===== src/rtl/ysyx_22040759_scoreboard_pkg.sv =====
// Shared constants for the register-write scoreboard.
package ysyx_22040759_scoreboard_pkg;
    localparam int NREG = 32;
    localparam int CNT_W = 2;
    localparam int RIDX_W = 5;
    localparam logic [RIDX_W-1:0] REG_X0 = 5'd0;
endpackage


===== src/rtl/ysyx_22040759_sb_cnt.sv =====
// One pending-write counter: saturating up/down with synchronous clear.
module ysyx_22040759_sb_cnt
    import ysyx_22040759_scoreboard_pkg::*;
(
    input  logic             clk,
    input  logic             rst,
    input  logic             inc,
    input  logic             dec,
    input  logic             clr,
    output logic [CNT_W-1:0] cnt,
    output logic             nz,
    output logic             at_max
);

    assign nz     = |cnt;
    assign at_max = &cnt;

    // inc and dec together cancel; dec at zero is absorbed here
    always_ff @(posedge clk or posedge rst) begin
        if (rst) begin
            cnt <= '0;
        end else if (clr) begin
            cnt <= '0;
        end else if (inc && !dec && !at_max) begin
            cnt <= cnt + CNT_W'(1);
        end else if (dec && !inc && nz) begin
            cnt <= cnt - CNT_W'(1);
        end
    end

endmodule


===== src/rtl/ysyx_22040759_scoreboard.sv =====
// Per-register pending-write scoreboard beside ID; drives the issue stall.
module ysyx_22040759_scoreboard
    import ysyx_22040759_scoreboard_pkg::*;
(
    input  logic              clk,
    input  logic              rst,
    input  logic              issue_valid,
    input  logic              issue_wen,
    input  logic [RIDX_W-1:0] issue_rd,
    input  logic [RIDX_W-1:0] rs1,
    input  logic [RIDX_W-1:0] rs2,
    input  logic              rs1_used,
    input  logic              rs2_used,
    input  logic              wb_valid,
    input  logic [RIDX_W-1:0] wb_rd,
    input  logic              flush_all,
    output logic              stall,
    output logic [NREG-1:0]   busy_vec,
    output logic              err_underflow
);

    logic [CNT_W-1:0] cnt [NREG];
    logic [NREG-1:0]  nz;
    logic [NREG-1:0]  at_max;
    logic [NREG-1:0]  inc;
    logic [NREG-1:0]  dec;
    logic [NREG-1:0]  eff_nz;
    logic             hz1;
    logic             hz2;
    logic             sat;
    logic             stall_raw;
    logic             fire;
    logic             under;

    assign cnt[0]    = '0;
    assign nz[0]     = 1'b0;
    assign at_max[0] = 1'b0;
    assign inc[0]    = 1'b0;
    assign dec[0]    = 1'b0;

    for (genvar r = 1; r < NREG; r++) begin : g_cnt
        assign inc[r] = fire && (issue_rd == RIDX_W'(r));
        assign dec[r] = wb_valid && (wb_rd == RIDX_W'(r));

        ysyx_22040759_sb_cnt u_cnt (
            .clk    (clk),
            .rst    (rst),
            .inc    (inc[r]),
            .dec    (dec[r]),
            .clr    (flush_all),
            .cnt    (cnt[r]),
            .nz     (nz[r]),
            .at_max (at_max[r])
        );
    end

    // A retire this cycle is visible to readers thanks to write-through
    for (genvar r = 0; r < NREG; r++) begin : g_eff
        assign eff_nz[r] = nz[r] && !(dec[r] && cnt[r] == CNT_W'(1));
    end

    assign hz1 = rs1_used && (rs1 != REG_X0) && eff_nz[rs1];
    assign hz2 = rs2_used && (rs2 != REG_X0) && eff_nz[rs2];
    assign sat = issue_wen && (issue_rd != REG_X0) && at_max[issue_rd];

    assign stall_raw = issue_valid && (hz1 || hz2 || sat);
    assign stall     = stall_raw && !rst;
    assign fire      = issue_valid && !stall_raw && issue_wen
                       && (issue_rd != REG_X0);

    assign busy_vec = nz & {NREG{!rst}};

    // Flush discards the retire, and a matching fire cancels it
    assign under = wb_valid && (wb_rd != REG_X0) && !flush_all
                   && !nz[wb_rd] && !(fire && issue_rd == wb_rd);

    always_ff @(posedge clk or posedge rst) begin
        if (rst) begin
            err_underflow <= 1'b0;
        end else if (under) begin
            err_underflow <= 1'b1;
        end
    end

endmodule


===== config.mk =====
export PLATFORM = sky130hd
export DESIGN_NAME = ysyx_22040759_scoreboard
export DESIGN_NICKNAME = d
export VERILOG_FILES = /design/src/rtl/ysyx_22040759_scoreboard_pkg.sv /design/src/rtl/ysyx_22040759_sb_cnt.sv /design/src/rtl/ysyx_22040759_scoreboard.sv
export SDC_FILE = /design/constraint.sdc
export NUM_CORES = 1
export LEC_CHECK = 0
export ABC_AREA = 1
export BUFFER_PORTS_ARGS = -buffer_cell sky130_fd_sc_hd__buf_2
export CAP_MARGIN = 20
export CORE_MARGIN = 2
export CORE_UTILIZATION = 62
export DETAILED_ROUTE_END_ITERATION = 10
export PLACE_DENSITY = 0.8
export SETUP_SLACK_MARGIN = 0.05
export SYNTH_ARGS = -nofsm -noshare
export SYNTH_HDL_FRONTEND = slang
export SYNTH_SLANG_ARGS = --single-unit

===== constraint.sdc =====
create_clock -name clk -period 3.58 [get_ports clk]
set_clock_uncertainty 0.15 [all_clocks]
set_input_delay 0.716 -clock clk [delete_from_list [all_inputs] [get_ports clk]]
set_output_delay 0.716 -clock clk [all_outputs]
set_load 0.05 [all_outputs]

==> results.txt <==
status: finished, final reports clean
clk root buf: clkbuf_16
core footprint: 0.0121 mm²
Num CTS Buffers: 9
Yosys top cell by area: dfrtp_1
endpoints failing hold: 0
final std cells w/o fill: 1504
final core occ: 72.5%
FILL cells: 1102
post-synthesis area per instance: 6.06 µm²
largest fanout on the critical path: 6
pin count of the biggest net entering global routing: 94
critical path capture point type: output port
Rows: 40
clk_lat worst skew: 0.35 ns
worst vdd ir: 0.229 mV
slowest stage delay, CP: 0.21 ns
first-pass GRT wire length: 41000 µm
post-detail-place hpwl: 19000 µm
type of origin of the critical path: input port
Worst Path Arrival: 2.60 ns
initial antenna violation count: 0
Initial Util: 63.8%
Num Clock Sinks: 63
final setup violating endpoints: 0
PD cells: 315 mW/mm²
die area: 0.0134 mm²
Area Growth Syn to Fin: 13.6%
setup tns final: 0 ns
period utilization: 96.7%
ANT cells: 0
1st-pass router iterations: 7
mapped cell area: 0.00773 mm²
Critical Path Source: issue_rd[0]
Avg Vias per Cell: 5.94
M1 wire length: 11000 µm
I/O pin cnt: 62
RePlAce Congestion: 1.09
Synth Net Count: 1396
DRT iter0 DRCs: 1089
CTS Hold Bufs: 0
f_max: 289 MHz
final wirelength: 25800 µm
cell mode on critical path: nand2_1
Final WS setup: 0.118 ns
Worst path slowest cell: nor2_1
dpl ws: 0.119 ns
post-synthesis cell count: 1275
vias in the first global route: 8217
top layer in use: met4
flops & latches, synth: 63
Lkg Pwr: 0.00450 µW
total global routing overflow: 0
post-DR wirelength/cell: 17.2 µm
RSZ-0062 raised after global routing: no
PortBufs: 60
Crit Path Class: in -> out
DP Cell Count: 1490
TritonCTS clock tree: yes
Max-Cap Viols: 0
most common cell after layout, fill and taps aside: nand3_1
DRC violations left: 0
Synthesis Warnings: 0
Netlist cell types: 30
RR Startpoint: g_cnt[19].u_cnt.cnt[0]$_DFFE_PP0P_
routed wl met3: 2750 µm
H-tree levels: 3
highest-count cells in the layout ignoring fill and taps: nand3_1 (243), nand2_1 (211), nor2_1 (203)
synth top area cells: dfrtp_1 (20%), nand3_1 (16%), ha_1 (15%)
vias: 8930
Slew @ Worst Pin: 0.863 ns
NumNets Final: 1455
worst hold path startpoint: err_underflow$_DFFE_PP0P_
HP Class: reg -> reg
min cycle time layout: 3.46 ns
Reg clk slew, reported paths: 0.05 ns
normalized max-slew margin: 42.5%
Worst EP required: 2.71 ns
crit-path cells: buf_2 > inv_2 > nor2_1 > inv_2 > buf_4 > o22ai_1 > o21ai_0 > nand2_1 > nor2_1 > nand2_1 > nand2_1 > nand2_1 > nand3_1 > nand3_1 > inv_1 > clkbuf_4
fin. max-slew vios: 0
height of the die: 116 µm
met2 wire length: 11000 µm
antenna viol nets, final: 0
gr usage total: 39.2%
post-synthesis sequential area ratio: 20.4%
layout cell share with drive strength beyond 1: 11.9%
die width: 116 µm
Yosys top cell area share: 20.4%
CTS max path bufs: 2
==> worst paths after layout <==
check                                                endpoint  slack, ns  cells past startpoint
hold reg to reg                     err_underflow$_DFFE_PP0P_       0.38                      1
hold / removal                      err_underflow$_DFFE_PP0P_       0.38                      1
setup / recovery                                        stall       0.12                     16
max in group asynchronous  g_cnt[23].u_cnt.cnt[1]$_DFFE_PP0P_       1.88                      3
min in group asynchronous  g_cnt[10].u_cnt.cnt[1]$_DFFE_PP0P_       0.82                      3
setup reg to reg           g_cnt[22].u_cnt.cnt[1]$_DFFE_PP0P_       0.82                     17
==> per-layer routing <==
metal	vias to the layer above	GRT usage, %
li1	4309	-
met1	4042	54.1
met2	492	58.9
met3	87	6.96
met4	0	19.5
met5	-	0
==> flip-flops by register name, indices dropped and copies added (netlist names) <==
register	cells
err_underflow	1
g_cnt.u_cnt.cnt	62
==> what timing repair did <==
| action | 4_1_cts | 5_1_grt |
|---|---|---|
| resized for setup | 0 | 42 |
| setup buffers | 0 | 1 |
| setup endpoints to repair | 0 | 1 |
==> cells in the mapped netlist <==
library cell / count
a221oi_1: 5
inv_2: 8
buf_2: 11
buf_1: 4
ha_1: 93
buf_4: 6
xor2_1: 1
nor2_2: 4
o221ai_1: 1
nor2_1: 218
clkbuf_1: 29
nand4_1: 95
inv_1: 192
or2_2: 6
a21oi_1: 9
and3_1: 1
dfrtp_1: 63
nor4_1: 1
o22ai_1: 26
nor3_1: 15
clkinv_1: 3
nand2_2: 3
nand2_1: 217
nor2_4: 2
o21ai_0: 15
o21ai_1: 1
a31o_2: 1
a21boi_0: 1
conb_1: 1
nand3_1: 243
==> per-stage QoR <==
| stage | hold WS (ns) | instance area, µm² | power [µW] |
|---|---|---|---|
| 4_1_cts | 0.368 | 8640 | 2720 |
| 2_1_floorplan | 0.340 | 7730 | 1600 |
| 3_3_place_gp | 0.338 | 8380 | 1910 |
| 5_1_grt | 0.393 | 8780 | 2910 |
| 3_5_place_dp | 0.354 | 8380 | 1930 |
| 6_report | 0.375 | 8780 | 2760 |
==> critical path: cells and delay by family <==
| family | cells | cell delay, ns |
|---|---|---|
| and+or+nand+nor | 8 | 0.87 |
| AOI/OAI and AO/OA | 2 | 0.23 |
| buffers and inverters | 6 | 0.78 |
==> power breakdown <==
group / switching [µW] / internal, µW
registers: 82.4 / 779
clock network: 326 / 473
logic: 749 / 354
==> layout make-up <==
class / count / area, µm² / share of cell area [%]
clock buffers: 11 / 243 / 2.76
clock inverters: 2 / 10.0 / 0.114
inverters: 203 / 762 / 8.67
multi-input cells: 959 / 5300 / 60.3
flip-flops and latches: 63 / 1580 / 17.9
well taps: 168 / 210 / 2.39
repair buffers: 98 / 683 / 7.78
==> kinds of logic after synthesis <==
kind of cell	Yosys count	synth area share, %
AOI/OAI and AO/OA	59	4.61
xor gates and xnor gates	1	0.113
adders and majority gates	93	15.1
buffers and inverters	253	12.8
DFF	63	20.4
other	1	0.0485
and+or+nand+nor	805	47.0
Power figures use the tool's default switching activity.
